**config.mk**
```make
export PLATFORM = sky130hd
export DESIGN_NAME = ether_sfd_strip
export DESIGN_NICKNAME = d
export VERILOG_FILES = /design/src/rtl/ether_sfd_strip.sv
export SDC_FILE = /design/constraint.sdc
export NUM_CORES = 1
export LEC_CHECK = 0
export BUFFER_PORTS_ARGS = -buffer_cell sky130_fd_sc_hd__buf_2
export CAP_MARGIN = 5
export CORE_AREA = 2 2 82 84
export CTS_CLUSTER_DIAMETER = 80
export DETAILED_ROUTE_END_ITERATION = 10
export DIE_AREA = 0 0 84 86
export PLACE_DENSITY = 0.53
export SYNTH_ARGS = -nofsm -noshare
export SYNTH_HDL_FRONTEND = slang
export SYNTH_SLANG_ARGS = --single-unit
```
**constraint.sdc**
```tcl
create_clock -name clk -period 2.7 [get_ports clk]
set_input_delay 0.405 -clock clk [delete_from_list [all_inputs] [get_ports clk]]
set_output_delay 0.405 -clock clk [all_outputs]
set_load 0.02 [all_outputs]
```
**src/rtl/ether_sfd_strip.sv**
```systemverilog
// ---------------------------------------------------------------------------
// ether_sfd_strip
//
// Receive-side framing stage between the PHY nibble interface and the CRC
// checker. It locks onto the preamble and start-of-frame delimiter, then
// forwards only the post-SFD nibbles (destination MAC through FCS) as a
// valid-qualified nibble stream. It also marks frame start and frame end, and
// it reports length and framing errors at frame end.
//
// Ports
//   clk        in   system clock, one nibble per cycle while crsdv=1
//   rst        in   asynchronous active-high reset
//   rxd[3:0]   in   PHY receive nibble
//   crsdv      in   PHY carrier / data valid
//   axiod[3:0] out  forwarded payload nibble (1-cycle latency from rxd)
//   axiov      out  axiod valid; high only for nibbles that arrive in DATA
//   sof        out  pulse coincident with the first forwarded nibble
//   eof        out  pulse in the cycle after the last forwarded nibble
//   frame_err  out  framing error, meaningful only while eof=1
//   frame_len  out  nibble count of the last frame, held until the next eof
// ---------------------------------------------------------------------------
module ether_sfd_strip #(
  parameter int PREAMBLE_MIN = 8,
  parameter int MIN_NIBBLES  = 128,
  parameter int MAX_NIBBLES  = 3036,
  parameter int LEN_W        = 12
) (
  input  logic             clk,
  input  logic             rst,
  input  logic [3:0]       rxd,
  input  logic             crsdv,
  output logic [3:0]       axiod,
  output logic             axiov,
  output logic             sof,
  output logic             eof,
  output logic             frame_err,
  output logic [LEN_W-1:0] frame_len
);

  typedef enum logic [1:0] {
    IDLE,
    PREAMBLE,
    DATA,
    WAIT_IDLE
  } state_t;

  localparam logic [3:0]       NIB_PRE  = 4'h5;
  localparam logic [3:0]       NIB_SFD  = 4'hD;
  localparam logic [3:0]       PCNT_MIN = 4'(PREAMBLE_MIN);
  localparam logic [3:0]       PCNT_SAT = 4'hF;
  localparam logic [LEN_W-1:0] LEN_MIN  = LEN_W'(MIN_NIBBLES);
  localparam logic [LEN_W-1:0] LEN_MAX  = LEN_W'(MAX_NIBBLES);
  localparam logic [LEN_W-1:0] LEN_SAT  = '1;

  state_t           r_state;
  logic [3:0]       r_pcnt;
  logic [LEN_W-1:0] r_len;
  logic [3:0]       r_axiod;
  logic             r_axiov;
  logic             r_sof;
  logic             r_eof;
  logic             r_frame_err;
  logic [LEN_W-1:0] r_frame_len;

  logic [3:0]       w_pcnt_inc;
  logic [LEN_W-1:0] w_len_inc;
  logic             w_len_bad;

  // Both counters saturate so a very long preamble or an oversized frame can
  // never wrap back into a legal-looking value.
  assign w_pcnt_inc = (r_pcnt == PCNT_SAT) ? r_pcnt : r_pcnt + 4'd1;
  assign w_len_inc  = (r_len == LEN_SAT) ? r_len : r_len + LEN_W'(1);

  // An odd nibble count means a trailing half byte.
  assign w_len_bad  = r_len[0] | (r_len < LEN_MIN) | (r_len > LEN_MAX);

  // NOTE: every register, including FSM state and counters, is cleared by the
  // asynchronous reset and assigned with <= only, so all readers in this block
  // see the pre-edge values regardless of statement order.
  always_ff @(posedge clk or posedge rst) begin
    if (rst) begin
      r_state     <= IDLE;
      r_pcnt      <= '0;
      r_len       <= '0;
      r_axiod     <= '0;
      r_axiov     <= 1'b0;
      r_sof       <= 1'b0;
      r_eof       <= 1'b0;
      r_frame_err <= 1'b0;
      r_frame_len <= '0;
    end else begin
      // Pulses and valid default low; only DATA raises them.
      r_axiov <= 1'b0;
      r_sof   <= 1'b0;
      r_eof   <= 1'b0;

      case (r_state)
        IDLE: begin
          if (crsdv) begin
            if (rxd == NIB_PRE) begin
              r_state <= PREAMBLE;
              r_pcnt  <= 4'd1;
            end else begin
              r_state <= WAIT_IDLE;
            end
          end
        end

        PREAMBLE: begin
          if (!crsdv) begin
            r_state <= IDLE;
          end else if (rxd == NIB_PRE) begin
            r_pcnt <= w_pcnt_inc;
          end else if ((rxd == NIB_SFD) && (r_pcnt >= PCNT_MIN)) begin
            // The SFD itself is consumed here and never forwarded.
            r_state <= DATA;
            r_len   <= '0;
          end else begin
            r_state <= WAIT_IDLE;
          end
        end

        DATA: begin
          if (crsdv) begin
            r_axiod <= rxd;
            r_axiov <= 1'b1;
            // r_len is still zero only for the first payload nibble; once
            // saturated it never returns to zero, so sof cannot repeat.
            r_sof   <= (r_len == '0);
            r_len   <= w_len_inc;
          end else begin
            r_eof       <= 1'b1;
            r_frame_len <= r_len;
            r_frame_err <= w_len_bad;
            r_state     <= IDLE;
          end
        end

        WAIT_IDLE: begin
          // Drop the rest of an unusable burst; wait for carrier to drop.
          if (!crsdv) begin
            r_state <= IDLE;
          end
        end

        default: r_state <= IDLE;
      endcase
    end
  end

  assign axiod     = r_axiod;
  assign axiov     = r_axiov;
  assign sof       = r_sof;
  assign eof       = r_eof;
  assign frame_err = r_frame_err;
  assign frame_len = r_frame_len;

endmodule

```
Word level (Yosys, flattened, before mapping)
Index checks and enable logic that the tools add are counted.
Widths: inputs -> output; s select.
{"block": "totals", "output_inout_bits": 20, "in_bits": 7, "regBits": 38}
{"block": "op_classes", "add_sub_neg": 2, "n_reduce_logical": 11, "n_bitwise": 3, "n_lt_le_gt_ge": 3, "eq_ne": 18, "mux": 25}
{"cell": "$mux 12", "count": 5}
{"cell": "$pmux 12 s2", "count": 1}
{"cell": "$mux 4", "count": 5}
{"cell": "$ne 2x2->1 const B", "count": 10}
{"cell": "$add 12x1->12 const B", "count": 1}
{"cell": "$eq 12x12->1 const B", "count": 1}
{"cell": "$gt 12x12->1 const B", "count": 1}
{"cell": "$logic_not 12->1", "count": 1}
{"cell": "$lt 12x8->1 const B", "count": 1}
{"cell": "$reduce_and 6->1", "count": 2}
{"cell": "$mux 2", "count": 5}
{"cell": "$eq 4x4->1 const B", "count": 2}
{"cell": "$pmux 4 s2", "count": 1}
{"cell": "$mux 1", "count": 7}
{"cell": "$pmux 2 s3", "count": 1}
{"cell": "$add 4x1->4 const B", "count": 1}
{"cell": "$eq 2x2->1 const B", "count": 2}
{"cell": "$eq 4x3->1 const B", "count": 1}
{"cell": "$ge 4x4->1 const B", "count": 1}
{"cell": "$reduce_and 2->1", "count": 2}
{"cell": "$reduce_bool 2->1", "count": 2}
{"cell": "$ne 3x3->1 const B", "count": 1}
{"cell": "$reduce_and 3->1", "count": 1}
{"cell": "$eq 2x1->1 const B", "count": 1}
{"cell": "5 further kinds", "count": 6}

Logic depth before layout (Yosys ltp)
Gate-level depths: netlist (run 1).
{"block": "depth", "depth_word": 6, "mapped_depth": 6, "ltp_nobuf": 6}

Worst setup path before layout (run 1)
Ideal clock, no wire load.
{"block": "synth_timing", "kind": "reg2reg", "from": "register r_len[0]", "to": "register r_len[2]", "arrival_time_ps": 1749, "required_ps": 2574, "path_stages_with_launch": 6, "period_less_slack_ps": 1875, "setup_slack_ps": 825, "setup_ps": 126, "path_cell_list": "dfrtp_1 -> ha_1 -> nand3_2 -> or4_4 -> and2_4 -> a221o_1"}
{"block": "synth_between", "elab_chain_len": 4, "elab_cells_between_ends": 7, "cone_classes": "add/sub: 1; eq/ne: 2; mux: 3; reduce/logical: 1"}
{"item": "start, declared", "line": "57", "source": "logic [LEN_W-1:0] r_len;"}
{"item": "start signal, assigned", "line": "130", "source": "r_len <= w_len_inc;"}
{"item": "$add 12x1->12", "line": "72", "source": "assign w_len_inc = (r_len == LEN_SAT) ? r_len : r_len + LEN_W'(1);"}
{"item": "$mux 12", "line": "72"}
{"item": "$mux 12", "line": "124", "source": "if (crsdv) begin"}
{"item": "$pmux 12 s2", "line": "97", "source": "case (r_state)"}
Several ways; a longest one is shown, not always the timed one. The select of a mux whose other input is x is not followed.
A chain may end at the register's enable or synchronous reset.

Worst setup path after layout (run 1)
{"block": "layout_timing", "from": "register r_len[0]", "to": "register r_len[1]"}
The elaborated chain is that of the path after synthesis.

==> results of run 1 <==
-- state kept, by name, summed over array words and instances, names as in the netlist --
name,cells
frame_len,12
r_state,2
r_len,12
r_pcnt,4
axiov,1
axiod,4
frame_err,1
eof,1
sof,1
-- metal layers --
layer	vias to the layer above	routed length (µm)	track usage, %
met5	-	0	0
met4	0	73	4.545
met3	8	157	3.465
met2	22	1809	18.33
met1	698	2120	17.50
li1	681	-	-
-- worst min-delay path by stage --
stage | depth (start not counted) | end | slack (ps)
global placement | 1 | frame_len[8]$_DFFE_PP0P_ | 470
global route | 3 | frame_len[9]$_DFFE_PP0P_ | 280
floorplan | 2 | r_pcnt[1]$_DFFE_PP0P_ | 500
detailed placement | 1 | frame_len[10]$_DFFE_PP0P_ | 470
CTS | 3 | r_len[9]$_DFFE_PP0P_ | 240
finish | 3 | r_len[9]$_DFFE_PP0P_ | 220
-- per-stage QoR --
stage                     utilization [%]  area [µm²]  hold slack, ps  cells
final                               34.58        2171           224.1    277
after global routing                34.58        2171           280.3    277
after CTS                           34.58        2171           241.0    277
after detailed placement            33.13        2079           470.6    269
after global placement              33.13        2079           465.1    269
after floorplan                         -        1861           502.4    170
-- final cells by class --
type,instances,share of cell area (%)
clock buffers,7,3.977
well taps,77,4.438
flip-flops and latches,38,43.80
multi-input cells,114,38.44
inverters,10,1.729
repair buffers,30,7.378
clock inverters,1,0.2305
-- power by group --
group	internal, mW	leakage (nW)	switching, mW	total (mW)
logic	0.216	0.488	0.290	0.506
clock network	0.206	0.0482	0.202	0.408
registers	0.719	0.459	0.166	0.885
-- cell families (layout without fill, tap and decap cells) --
family          count (synthesis)  count (layout)  synth area share [%]
simple gates                   64              64                 20.04
flops                          38              38                 51.11
compound gates                 29              29                 11.90
buf+inv                        18              48                 4.035
mux                            17              17                 10.22
fa+ha+maj                       4               4                 2.690
-- cells in the mapped netlist, types with 2 or more instances --
| library cell | number |
|---|---|
| nor2_1 | 7 |
| and3_1 | 5 |
| mux2_1 | 16 |
| o31ai_1 | 2 |
| o311a_1 | 2 |
| a221o_1 | 6 |
| a21oi_1 | 5 |
| nor4_1 | 6 |
| nand3_1 | 8 |
| clkbuf_1 | 2 |
| inv_2 | 3 |
| nor3b_1 | 2 |
| and2_1 | 2 |
| nand4b_1 | 2 |
| inv_1 | 7 |
| ha_1 | 4 |
| nor3_1 | 6 |
| o21ai_0 | 3 |
| o21ai_1 | 2 |
| a21o_1 | 2 |
| nand2_1 | 11 |
| buf_2 | 6 |
| dfrtp_1 | 38 |
| nor2b_1 | 2 |
| nand3b_1 | 3 |
-- critical path: stages, from the launching register on --
cell and delay (ps):
dfrtp_1 450, ha_1 230, nand3_2 150, or4_4 580
nand3_1 390, mux2i_1 240
==> results by group, run 1 <==
Run status
  – Status: completed

Place
  – Post-Place Setup Slack: roughly 600 ps
  – # port buffers: 26
  – DP HPWL: 2872 µm
  – RePlAce Congestion: 0.7891

Critical path
  – R2R Path End: r_len[1]$_DFFE_PP0P_
  – Crit path capture type: flop
  – Reg2reg path depth: 5
  – Reg2reg setup slack: about 570 ps
  – Max FO, Critical Path: 11
  – Crit Path Category: reg2reg
  – Worst Path Required: just under 3000 ps
  – WP data arrival: 2340 ps
  – Startpoint types: flop
  – CP Launch Point: r_len[0]$_DFFE_PP0P_
  – Worst R2R Start: r_len[0]$_DFFE_PP0P_
  – Worst setup path endpoint: r_len[1]$_DFFE_PP0P_

Power and ir drop
  – Leakage power: 0.9959 nW
  – PD cells: 828.4 nW/µm²
  – Pwr Total: 1.798 mW
  – Maximum vdd drop: 0.4058 mV

Floorplan
  – Die Y: between 80 and 90 µm
  – DIE AREA: 7224 µm²
  – Row cnt: 29
  – # IOs: 27
  – Die width: 84 µm
  – Initial Util: between 20 and 30%
  – Core ar.: 6277 µm²

Clock tree
  – Htree depth: 2
  – Post-CTS Setup Bufs: 0
  – Worst-Skew Late Latency: approximately 290 ps
  – Post-CTS Hold Fix Bufs: 0
  – Clock buffer depth: 2
  – PostCTS Resize Cnt: 0
  – CTS buffer count: 5
  – CTS tree: yes
  – Clock sinks: 38
  – Worst-path clk slew: roughly 80 ps
  – Root Buffer: clkbuf_8

Route
  – Vias per cell: 5.087
  – WL per Instance: 15.02 µm
  – DRT iter0 DRCs: 48
  – Total wire length: about 4200 µm
  – Drc violations: 0
  – Number of detailed-route iterations in the first pass: 4
  – Vias: 1,409
  – ANT nets after route: 0

Global routing
  – Overflow left after global routing: 0
  – Gr usage total: 12.44%
  – First-pass GRT wire length: 7134 µm
  – Largest net degree at the start of global routing: 39
  – Vias in the first global route: about 1,400
  – Initial antenna violation count: 0

Synthesis
  – Part of the Yosys area used for sequential elements: 51.11%
  – Top-area cell type share of the netlist area: 51.11%
  – Main synth FF type: dfrtp_1
  – Number of synthesized flops with an enable pin: 0
  – Synth area leaders: dfrtp_1, mux2_1, a221o_1, ha_1, nand2_1
  – Syn Nets: 181
  – Synth cell types: 43
  – Synthesis Warnings: 0
  – Avg Inst Size Synth: 10.94 µm²
  – Synthesized cell area: 1861 µm²
  – Syn Inst Count: 170
  – Yosys top cell by area: dfrtp_1
  – Ys async rst share: 100.0%
  – Synthesis-stage register bit count: 38

STA
  – Tightest Pin Transition: 506.6 ps
  – Setup Viol. Count Final: 0
  – Fin crit share: 78.80%
  – Slew margin rel.: 66.13%
  – Max-slew violations: 0
  – RSZ-0062 raised after global routing: false
  – Setup TNS: 0 ps
  – Max frequency: 0.4700 GHz
  – Min Clock Period, post-route: approximately 2100 ps
  – Final Hold Viols: 0
  – Final Skew: between 10 and 15 ps
  – Setup ws final: 572.4 ps

Finish
  – Fillers: 651
  – Share of cells above drive strength 1: around 23%
  – Area delta synth->final: 16.68%
  – Diode count: 0
  – Commonest non-fill, non-tap cell in the layout: dfrtp_1
  – Most frequent cells in the layout: dfrtp_1, buf_2, mux2_1, nand2_1, nand3_1
  – Area taken by multi-input logic gates: 834.6 µm²
  – FF+latch area: around 950 µm²
  – Fin nets: 210

Run
  – Max-Cap Viols: 0

Hold path
  – Hold Crit Class: in2async
(Power assumes the default switching activity.)
==> run 2: changes to the inputs <==
==> constraint.sdc (replaced) <==
create_clock -name clk -period 2.2 [get_ports clk]
set_input_delay 0.33 -clock clk [delete_from_list [all_inputs] [get_ports clk]]
set_output_delay 0.33 -clock clk [all_outputs]
set_load 0.02 [all_outputs]
==> run 2 against run 1 <==
Effect of this change:
- power rose by 25%
- clock skew fell by 4.1 ps
- hold slack got worse by 85 ps
- wire length fell by 0.96%
- maximum frequency rose by 5.7%
- clock power grew 23%
- register-to-register slack got worse by 390 ps
- final area is 2.3% higher
- sequential power rose by 19%
- sequential share of layout area decreased by 0.99 points
- critical path type unchanged
- largest cell class unchanged
- largest power group unchanged
==> results by group, run 2 (synthesized netlist as in run 1, its figures left out) <==
STA
  – Setup TNS: 0 ps (unchanged)
  – Tightest Pin Transition: 512.1 ps (was 506.6 ps)
  – Final Skew: 8.011 ps (was 12.13 ps)
  – Setup ws final: 187.0 ps (was 572.4 ps)
  – Fin crit share: 91.50% (was 78.80%)
  – Final Hold Viols: 0 (unchanged)
  – Slew margin rel.: 65.86% (was 66.13%)
  – Hold Worst Slack: 138.9 ps (was 224.1 ps)
  – Min Clock Period, post-route: 2013 ps (was 2128 ps)
  – Max frequency: 0.4968 GHz (was 0.4700 GHz)
  – Max-slew violations: 0 (unchanged)
  – RSZ-0062 raised after global routing: false (unchanged)
  – Setup Viol. Count Final: 0 (unchanged)

Finish
  – Final instance area: 2221 µm² (was 2171 µm²)
  – Fin cells: 282 (was 277)
  – Fin nets: 215 (was 210)
  – Final Util: 35.38% (was 34.58%)
  – Diode count: 0 (unchanged)
  – Area delta synth->final: 19.37% (was 16.68%)
  – Fillers: 649 (was 651)
  – Commonest non-fill, non-tap cell in the layout: dfrtp_1 (unchanged)
  – Share of cells above drive strength 1: 24.39% (was 22.50%)
  – Most frequent cells in the layout: dfrtp_1, buf_2, mux2_1, nand2_1 (was dfrtp_1, buf_2, mux2_1, nand2_1, nand3_1)

Place
  – RePlAce Congestion: 0.7721 (was 0.7891)
  – DP HPWL: 2893 µm (was 2872 µm)
  – # port buffers: 26 (unchanged)
  – Placed cells: 274 (was 269)
  – DP Area: 2130 µm² (was 2079 µm²)
  – Post-Place Setup Slack: 199.5 ps (was 601.7 ps)

Clock tree
  – CTS tree: yes (unchanged)
  – Post-CTS Hold Fix Bufs: 0 (unchanged)
  – Htree depth: 2 (unchanged)
  – Root Buffer: clkbuf_8 (unchanged)
  – Worst-path clk slew: 80 ps (about the same)
  – Worst-Skew Late Latency: 300 ps (was 290 ps)
  – Clock sinks: 38 (unchanged)
  – CTS buffer count: 5 (unchanged)
  – Post-CTS Setup Bufs: 0 (unchanged)
  – Clock buffer depth: 2 (unchanged)
  – PostCTS Resize Cnt: 0 (unchanged)

Run
  – Max-Cap Viols: 0 (unchanged)

Critical path
  – R2R Path End: r_len[7]$_DFFE_PP0P_ (was r_len[1]$_DFFE_PP0P_)
  – Crit path capture type: flop (unchanged)
  – Reg2reg setup slack: 190 ps (was 570 ps)
  – Worst setup path endpoint: r_len[7]$_DFFE_PP0P_ (was r_len[1]$_DFFE_PP0P_)
  – Crit Path Category: reg2reg (unchanged)
  – CP Launch Point: r_len[0]$_DFFE_PP0P_ (unchanged)
  – Startpoint types: flop (unchanged)
  – Max FO, Critical Path: 7 (was 11)
  – Worst R2R Start: r_len[0]$_DFFE_PP0P_ (unchanged)
  – Worst Path Required: 2380 ps (was 2910 ps)
  – Reg2reg path depth: 5 (unchanged)
  – WP data arrival: 2200 ps (was 2340 ps)

Floorplan
  – # IOs: 27 (unchanged)
  – Core ar.: 6277 µm² (unchanged)
  – DIE AREA: 7224 µm² (unchanged)
  – Initial Util: 29.64% (unchanged)
  – Row cnt: 29 (unchanged)
  – Die width: 84 µm (unchanged)
  – Die Y: 86 µm (unchanged)

Hold path
  – Hold Crit Class: in2async (unchanged)

Route
  – ANT nets after route: 0 (unchanged)
  – WL per Instance: 14.61 µm (was 15.02 µm)
  – Vias: 1,427 (was 1,409)
  – DRT iter0 DRCs: 65 (was 48)
  – Total wire length: 4120 µm (was 4160 µm)
  – Drc violations: 0 (unchanged)
  – Number of detailed-route iterations in the first pass: 4 (unchanged)
  – Vias per cell: 5.060 (was 5.087)

Power and ir drop
  – Leakage power: 1.026 nW (was 0.9959 nW)
  – PD cells: 1009 nW/µm² (was 828.4 nW/µm²)
  – Pwr Total: 2.242 mW (was 1.798 mW)
  – Maximum vdd drop: 0.3991 mV (was 0.4058 mV)

Global routing
  – Gr usage total: 12.70% (was 12.44%)
  – Largest net degree at the start of global routing: 39 (unchanged)
  – Initial antenna violation count: 0 (unchanged)
  – Vias in the first global route: 1,466 (was 1,416)
  – First-pass GRT wire length: 7258 µm (was 7134 µm)
  – Overflow left after global routing: 0 (unchanged)

Run status
  – Status: completed (unchanged)
[run 2: changes by cell type in the layout (fill, tap and decap cells not counted), sizes merged]
cell | before | now
buf | 30 | 35
[run 2: area by class of cell]
cell class	count	area, µm²	area share [%]
well taps	77	96.34	4.338
clock inverters	1	5.005	0.2254
multi-input cells	114	834.6	37.58
repair buffers	35	210.2	9.465
clock buffers	7	86.33	3.887
flip-flops and latches	38	950.9	42.82
inverters	10	37.54	1.690
[run 2: where the power goes]
group	internal [mW]	total, mW	switching, mW
combinational	0.294	0.695	0.400
sequential	0.883	1.05	0.164
clock	0.253	0.500	0.247
[run 2: worst max-delay path, stage by stage (launching register included)]
cell	delay, ps
dfrtp_1	440
ha_1	230
nand3_2	140
or4_4	580
and2_4	200
a221o_1	320
[run 2: layer usage]
metal | vias up | part of all wire, % | track usage (%)
li1 | 700 | - | -
met1 | 694 | 50 | 17.06
met2 | 30 | 46 | 20.29
met3 | 3 | 3.8 | 3.176
met4 | 0 | 0.73 | 3.959
met5 | - | 0 | 0
[run 2: worst min path at each step]
| stage | from | end | slack, ps | cells past startpoint |
|---|---|---|---|---|
| floorplan | crsdv | r_state[0]$_DFFE_PP0P_ | 450 | 2 |
| global placement | frame_len[8]$_DFFE_PP0P_ | frame_len[8]$_DFFE_PP0P_ | 470 | 1 |
| detailed placement | frame_len[5]$_DFFE_PP0P_ | frame_len[5]$_DFFE_PP0P_ | 470 | 1 |
| CTS | rst | frame_len[9]$_DFFE_PP0P_ | 170 | 3 |
| global route | rst | frame_len[9]$_DFFE_PP0P_ | 220 | 3 |
| finish | rst | frame_len[9]$_DFFE_PP0P_ | 140 | 3 |
